### src/rtl/stream_packer.sv
// -----------------------------------------------------------------------------
// stream_packer
//
// Width-upsizing stage for a valid/ready stream. RATIO consecutive DATA_WIDTH
// beats are collected into one DATA_WIDTH*RATIO word, lane 0 first. A word is
// released when all RATIO lanes are filled, or earlier when a beat flagged
// in_last is accepted. Unwritten lanes of an early-closed word read as zero
// and have their keep bits cleared.
//
// Ports:
//   clk        rising-edge clock
//   rst_n      asynchronous active-low reset
//   in_data    input beat (one lane)
//   in_valid   input beat valid
//   in_last    beat closes the current word early (qualified by in_valid)
//   in_ready   stage can accept a beat this cycle (combinational)
//   out_data   packed word, lane k = [k*DATA_WIDTH +: DATA_WIDTH]
//   out_keep   per-lane valid mask
//   out_last   word was closed by in_last
//   out_valid  output word valid (registered)
//   out_ready  downstream accepts the word
// -----------------------------------------------------------------------------
module stream_packer #(
    parameter int DATA_WIDTH = 8,
    parameter int RATIO      = 4,
    parameter int IDX_WIDTH  = $clog2(RATIO)
) (
    input  logic                        clk,
    input  logic                        rst_n,
    input  logic [DATA_WIDTH-1:0]       in_data,
    input  logic                        in_valid,
    input  logic                        in_last,
    output logic                        in_ready,
    output logic [DATA_WIDTH*RATIO-1:0] out_data,
    output logic [RATIO-1:0]            out_keep,
    output logic                        out_last,
    output logic                        out_valid,
    input  logic                        out_ready
);

    localparam int                   OUT_W    = DATA_WIDTH * RATIO;
    localparam logic [IDX_WIDTH-1:0] LAST_IDX = IDX_WIDTH'(RATIO - 1);

    // Accumulator state
    logic [IDX_WIDTH-1:0] r_idx;
    logic [OUT_W-1:0]     r_acc;
    logic [RATIO-1:0]     r_acc_keep;

    // Output register
    logic [OUT_W-1:0]     r_out_data;
    logic [RATIO-1:0]     r_out_keep;
    logic                 r_out_last;
    logic                 r_out_valid;

    // Handshake and next-accumulator wires
    logic                 w_in_ready;
    logic                 w_in_fire;
    logic                 w_out_fire;
    logic                 w_complete;
    logic [OUT_W-1:0]     w_acc_next;
    logic [RATIO-1:0]     w_keep_next;

    // The stage may take a beat whenever the output register is empty or is
    // being drained this very cycle, which gives back-to-back words.
    assign w_in_ready = ~r_out_valid | out_ready;
    assign w_in_fire  = in_valid & w_in_ready;
    assign w_out_fire = r_out_valid & out_ready;
    assign w_complete = (r_idx == LAST_IDX) | in_last;

    // Merge the incoming beat into lane r_idx of the accumulator and keep mask.
    always_comb begin
        w_acc_next  = r_acc;
        w_keep_next = r_acc_keep;
        for (int k = 0; k < RATIO; k++) begin
            if (r_idx == IDX_WIDTH'(k)) begin
                w_acc_next[k*DATA_WIDTH +: DATA_WIDTH] = in_data;
                w_keep_next[k]                         = 1'b1;
            end else begin
                w_acc_next[k*DATA_WIDTH +: DATA_WIDTH] = r_acc[k*DATA_WIDTH +: DATA_WIDTH];
                w_keep_next[k]                         = r_acc_keep[k];
            end
        end
    end

    // Accumulator: advance the lane index per beat, clear on a completed word
    // so no stale lane leaks into the following word.
    always_ff @(posedge clk or negedge rst_n) begin
        if (!rst_n) begin
            r_idx      <= '0;
            r_acc      <= '0;
            r_acc_keep <= '0;
        end else if (w_in_fire) begin
            if (w_complete) begin
                r_idx      <= '0;
                r_acc      <= '0;
                r_acc_keep <= '0;
            end else begin
                r_idx      <= r_idx + IDX_WIDTH'(1);
                r_acc      <= w_acc_next;
                r_acc_keep <= w_keep_next;
            end
        end else begin
            r_idx      <= r_idx;
            r_acc      <= r_acc;
            r_acc_keep <= r_acc_keep;
        end
    end

    // Output register: a completed word loads (even while the previous one is
    // draining); otherwise a drain just drops valid and leaves the payload.
    always_ff @(posedge clk or negedge rst_n) begin
        if (!rst_n) begin
            r_out_valid <= 1'b0;
            r_out_data  <= '0;
            r_out_keep  <= '0;
            r_out_last  <= 1'b0;
        end else if (w_in_fire && w_complete) begin
            r_out_valid <= 1'b1;
            r_out_data  <= w_acc_next;
            r_out_keep  <= w_keep_next;
            r_out_last  <= in_last;
        end else if (w_out_fire) begin
            r_out_valid <= 1'b0;
            r_out_data  <= r_out_data;
            r_out_keep  <= r_out_keep;
            r_out_last  <= r_out_last;
        end else begin
            r_out_valid <= r_out_valid;
            r_out_data  <= r_out_data;
            r_out_keep  <= r_out_keep;
            r_out_last  <= r_out_last;
        end
    end

    assign in_ready  = w_in_ready;
    assign out_data  = r_out_data;
    assign out_keep  = r_out_keep;
    assign out_last  = r_out_last;
    assign out_valid = r_out_valid;

endmodule

### config.mk
export PLATFORM = sky130hd
export DESIGN_NAME = stream_packer
export DESIGN_NICKNAME = d
export VERILOG_FILES = /design/src/rtl/stream_packer.sv
export SDC_FILE = /design/constraint.sdc
export NUM_CORES = 1
export LEC_CHECK = 0
export ABC_AREA = 1
export CORE_MARGIN = 10
export CORE_UTILIZATION = 35
export CTS_BUF_LIST = sky130_fd_sc_hd__clkbuf_4 sky130_fd_sc_hd__clkbuf_8 sky130_fd_sc_hd__clkbuf_16
export CTS_CLUSTER_DIAMETER = 150
export DETAILED_ROUTE_END_ITERATION = 12
export GPL_TIMING_DRIVEN = 1
export PLACE_DENSITY = 0.56
export SLEW_MARGIN = 20
export SYNTH_ARGS = -nofsm -noshare
export SYNTH_HDL_FRONTEND = slang
export SYNTH_SLANG_ARGS = --single-unit
### constraint.sdc
create_clock -name clk -period 1.6 [get_ports clk]
set_input_delay 0.4 -clock clk [delete_from_list [all_inputs] [get_ports clk]]
set_output_delay 0.4 -clock clk [all_outputs]
set_load 0.02 [all_outputs]
==> flow_summary.ini <==
[final_layout]
area_growth_pct = 28.0
antenna_cells = 0
final-seq-area_um2 = 1900
multiInputGateArea_um2 = 1350
fillCellCount = 1008
drive_gt1_frac = 0.0958
layoutNonFillerInstCount = 634
final_nets = 513

[timing]
tns_ns = 0
worst_slew_pin_slew_ns = 0.353
slew_violations = 0
rsz0062_at_grt = no
max-slew-margin-rel = 0.765
post-route-period-util = 0.953
hold_slack_ns = 0.468
setup_viol = 0
max_freq_mhz = 656
post-route-min-period_ns = 1.53
hold_viol_final = 0
skew_ns = 0.00957

[clocking]
cts-buffers-inserted = 9
post-cts-setup-buffers = 0
clk_path_buf_depth = 2
cts.sinks = 76
path_clk_slew_ns = 0.07
cts-root-buf = clkbuf_8
clkLatencyLatePin_ns = 0.35
cts_tree = yes
cts-htree-levels = 3

[worst_setup_path]
crit_required_ns = 1.20
critPathMaxStageDelay_ns = 0.42
reg2reg_depth = 7
path_cells = dlygate4sd2_1
crit_type = reg -> out
crit_family = flip-flops
critPathLaunchType = register
cp_max_fo = 3
endpoint_kind = output port
cp_slowest_cell = dfrtp_1
cp.buffers_inverters = 1
cp.arrival_ns = 1.13
critical_path_depth = 1

[logic_synthesis]
synthTopCellsByCount = nand2_1, dfrtp_1, nand3_1, inv_1, buf_2
synth_area_leader_cell = dfrtp_1
synthArstFlopShare = 1.00
ys_seq_area_frac = 0.546
syn_nets = 454
synth_top_cell_area_share = 0.546
synthTopCellsByArea = dfrtp_1, nand2_1, nand3_1
yosysMostFrequentCell = nand2_1
synth_ff_type = dfrtp_1
ys_types = 18
syn_area_um2 = 3480
yosysWarnings = 0
ys_ff_latch = 76
syn_avg_cell_area_um2 = 7.97
synthCells = 437
synth-edff-count = 0

[routing]
via_per_inst = 4.64
firstDrtPassIters = 4
vias = 2939
antenna_left = 0
drc_errors = 0
avgRoutedWirePerCell_um = 14.0
drt_iter0_drc = 237
wirelength_mm = 8.91

[die]
initial_core_util = 0.358
coreArea_um2 = 9730
die_y_um = 120
io_pins = 52
die_w_um = 120
fp-row-count = 36
die-area_um2 = 14300

[placement]
dp_cells = 616
dpl.hpwl_mm = 6.10
routabilityCongestion = 0.794
numPortBuffers = 51

[global_routing]
antenna_found_initial = 0
grt_pass1_wl_mm = 14.8
grt_pass1_vias = 2976
grt_max_degree = 47
grt_overflow = 0
grtUsageTotal = 0.127

[hold_path]
hold_path.class = reg -> reg
min_path_cells = 2

[power_and_ir_drop]
power.leakage_uw = 0.00261
finalPower_uw = 5830
vdd_ir_drop_max_mv = 0.515
pwr_density_cell_nw_per_um2 = 1310

[outcome]
outcome = complete, no violations

[flow_run]
cap_viol_max_count = 0
final cells by class:
| class | count | area share |
|---|---|---|
| clock inverters | 6 | 0.0197 |
| multi-input cells | 318 | 0.303 |
| flip-flops and latches | 76 | 0.427 |
| clock buffers | 10 | 0.0309 |
| repair buffers | 73 | 0.166 |
| well taps | 133 | 0.0374 |
| inverters | 18 | 0.0157 |
worst min-delay path, cell delays in order (launching register included):
cell	delay (ns)
dfrtp_1	0.35
nand2_1	0.05
inv_1	0.04
logic make-up after synthesis:
kind of cell    after synthesis  synth area share
buf+inv                      43            0.0687
flops                        76             0.546
simple gates                310             0.364
fa+ha+maj                     4            0.0144
compound gates                4           0.00683
state kept, by name, summed over array words and instances (netlist names):
register    flops
out_data       32
r_acc          32
out_keep        4
r_acc_keep      4
r_idx           2
out_last        1
out_valid       1
per-layer routing:
metal / up-vias / share of wire / track usage
li1: 1471 / - / -
met1: 1405 / 0.45 / 0.161
met5: - / 0 / 0
met2: 51 / 0.48 / 0.201
met3: 12 / 0.052 / 0.0366
met4: 0 / 0.016 / 0.0505
worst paths after layout:
kind                                             from                         to  slack (ns)
worst min-delay path            r_acc[27]$_DFFE_PN0P_      r_acc[27]$_DFFE_PN0P_        0.47
max in group asynchronous                       rst_n  r_acc_keep[1]$_DFFE_PN0P_        0.62
worst max-delay path            out_valid$_DFFE_PN0P_                  out_valid        0.07
worst max register to register   r_idx[0]$_DFFE_PN0P_   out_data[20]$_DFFE_PN0P_        0.16
worst min register to register  r_acc[27]$_DFFE_PN0P_      r_acc[27]$_DFFE_PN0P_        0.47
min in group asynchronous                       rst_n   out_data[12]$_DFFE_PN0P_        0.49
where the power goes:
group	internal, µW	total [µW]	switching [µW]
Clock	921	1640	724
Sequential	2270	2450	182
Combinational	653	1730	1080
cell usage in the layout, fill, tap and decap left out, types with 8 or more instances in the layout:
cell             count
nand2_1            241
dfrtp_1             76
nand3_1             63
dlygate4sd2_1       38
inv_1               16
buf_4               13
clkdlybuf4s50_1     11
clkbuf_8            10
buf_12               8
per-stage QoR:
stage	setup slack (ns)	utilization	cell area (µm²)
2_1_floorplan	0.194	-	3480
3_3_place_gp	-0.378	0.436	4240
3_5_place_dp	-0.383	0.436	4240
4_1_cts	0.0486	0.455	4430
5_1_grt	0.0130	0.458	4450
6_report	0.0746	0.458	4450
repair_timing:
| item | CTS | global route |
|---|---|---|
| gates resized for setup | 42 | 1 |
| endpoints found under the hold margin | 22 | 0 |
| cloned | 0 | 1 |
| hold buffers | 1 | 0 |
| endpoints found under the setup margin | 39 | 1 |
Power figures use the tool's default switching activity.
==> RTL change (config.mk and constraints unchanged) <==
Change the parameter `DATA_WIDTH` from 8 to 9.
--- a/src/rtl/stream_packer.sv
+++ b/src/rtl/stream_packer.sv
@@ -21,7 +21,7 @@
 //   out_ready  downstream accepts the word
 // -----------------------------------------------------------------------------
 module stream_packer #(
-    parameter int DATA_WIDTH = 8,
+    parameter int DATA_WIDTH = 9,
     parameter int RATIO      = 4,
     parameter int IDX_WIDTH  = $clog2(RATIO)
 ) (
Interface: changed (resized in_data and out_data); port bits go from 52 to 57. The function was not compared with the original's and may differ.
==> RTL change against the unedited design <==
- maximum frequency fell by 1.0%
- wire length rose by 7.7%
- largest power group unchanged
- count of clock-buffer cells in the layout rose by 1
- final area rose by 8.4%
- core utilization rose by 0.56 points
- critical path type unchanged
- setup slack got worse by 0.016 ns
- sequential cell count rose by 8
- area after synthesis rose by 8.2%
- non-clock buffer count rose by 7
- total power rose by 5.5%
- critical endpoint unchanged
- largest cell class unchanged
- global-route usage rose by 0.75 points
- first-iteration DRC count fell by 3.4%
==> RTL change: results (changes against the unedited design) <==
sequentialPower_mw: 2.71  # +11%
multi_input_area_um2: 1490  # +10%
wl_per_cell_um: 14.0  # -0.62%
clk_share_pct: 4.28  # -0.78 points
postCtsSetupBuffers: 0  # unchanged
grt_pass1_vias: 3246  # +9.1%
comb.multi_input.count: 352  # +11%
met3_wirelength_um: 736  # +59%
p_leak_nw: 2.83  # +8.2%
nNonClkBuffers: 80  # +9.6%
ys_types: 15  # -3
via_per_inst: 4.63  # -0.15%
grt_first_pass_wirelength_mm: 16.4  # +11%
met3_usage_pct: 4.03  # +0.37 points
antenna_left: 0  # unchanged
comb_power_share_pct: 30.6  # +0.8 points
inv_count: 19  # +1
status: "finished clean"
p_int_mw: 3.99  # +4.0%
synth_adder_area_share_pct: 1.33  # -0.11 points
met1_length_mm: 4.39  # +10%
drive_gt1_share_pct: 9.26  # -0.32 points
final_nets: 564  # +9.9%
grtUsageMet2_pct: 20.4  # +0.35 points
post-dp-hpwl_mm: 6.40  # +5.0%
grt_max_degree: 52  # +11%
buffer_area_share_pct: 16.2  # -0.40 points
seq_cells: 84  # +11%
dr.first_iter.drc_count: 229  # -3.4%
nClkBuffers: 11  # +1
worst_pin_slew_ns: 0.333  # -0.0199 ns
fillers: 1069  # +6.1%
synth_common_cells: "269 x nand2_1, 84 x dfrtp_1, 71 x nand3_1"
post_cts_resized: 47  # +12%
synth_top_flop_cell: "dfrtp_1"
finalClockSkew_ns: 0.0101  # +0.000512 ns
io_buffers: 56  # +9.8%
seq_area_frac_synth_pct: 55.8  # +1.2 points
synth_fp_nets: 500  # +10%
crit_family: "flip-flops"
grtUsageMet1_pct: 17.9  # +1.8 points
grt_util_all_layers_pct: 13.5  # +0.75 points
gp_congestion: 0.763  # -3.9%
synth_area_leaders: "dfrtp_1 56%, nand2_1 27%, nand3_1 9.4%"
peakVddDrop_v: 0.000582  # +13%
seq_share_pct: 43.6  # +0.88 points
met2_wirelength_mm: 4.41  # +2.3%
synth_compound_area_share_pct: 0.830  # +0.15 points
[RTL change: path summary, 6_finish.rpt]
| kind | start | to | slack [ns] | depth (start not counted) |
|---|---|---|---|---|
| min reg2reg | r_acc[27] | r_acc[27] | 0.47 | 2 |
| max | out_valid | out_valid | 0.06 | 1 |
| max reg2reg | r_idx[0] | r_acc[7] | 0.12 | 7 |
| min | r_acc[27] | r_acc[27] | 0.47 | 2 |
| min in group asynchronous | rst_n | out_data[0] | 0.54 | 3 |
| max in group asynchronous | rst_n | r_idx[0] | 0.76 | 3 |
[RTL change: per-stage QoR]
| stage | setup WS (ns) | power, mW | instances | cell area (µm²) |
|---|---|---|---|---|
| after floorplan | 0.224 | 3.86 | 482 | 3770 |
| after global placement | -0.377 | 4.82 | 670 | 4650 |
| after detailed placement | -0.378 | 4.85 | 670 | 4650 |
| after CTS | 0.0457 | 6.23 | 687 | 4810 |
| after global routing | -0.00110 | 6.61 | 687 | 4830 |
| final | 0.0590 | 6.15 | 687 | 4830 |
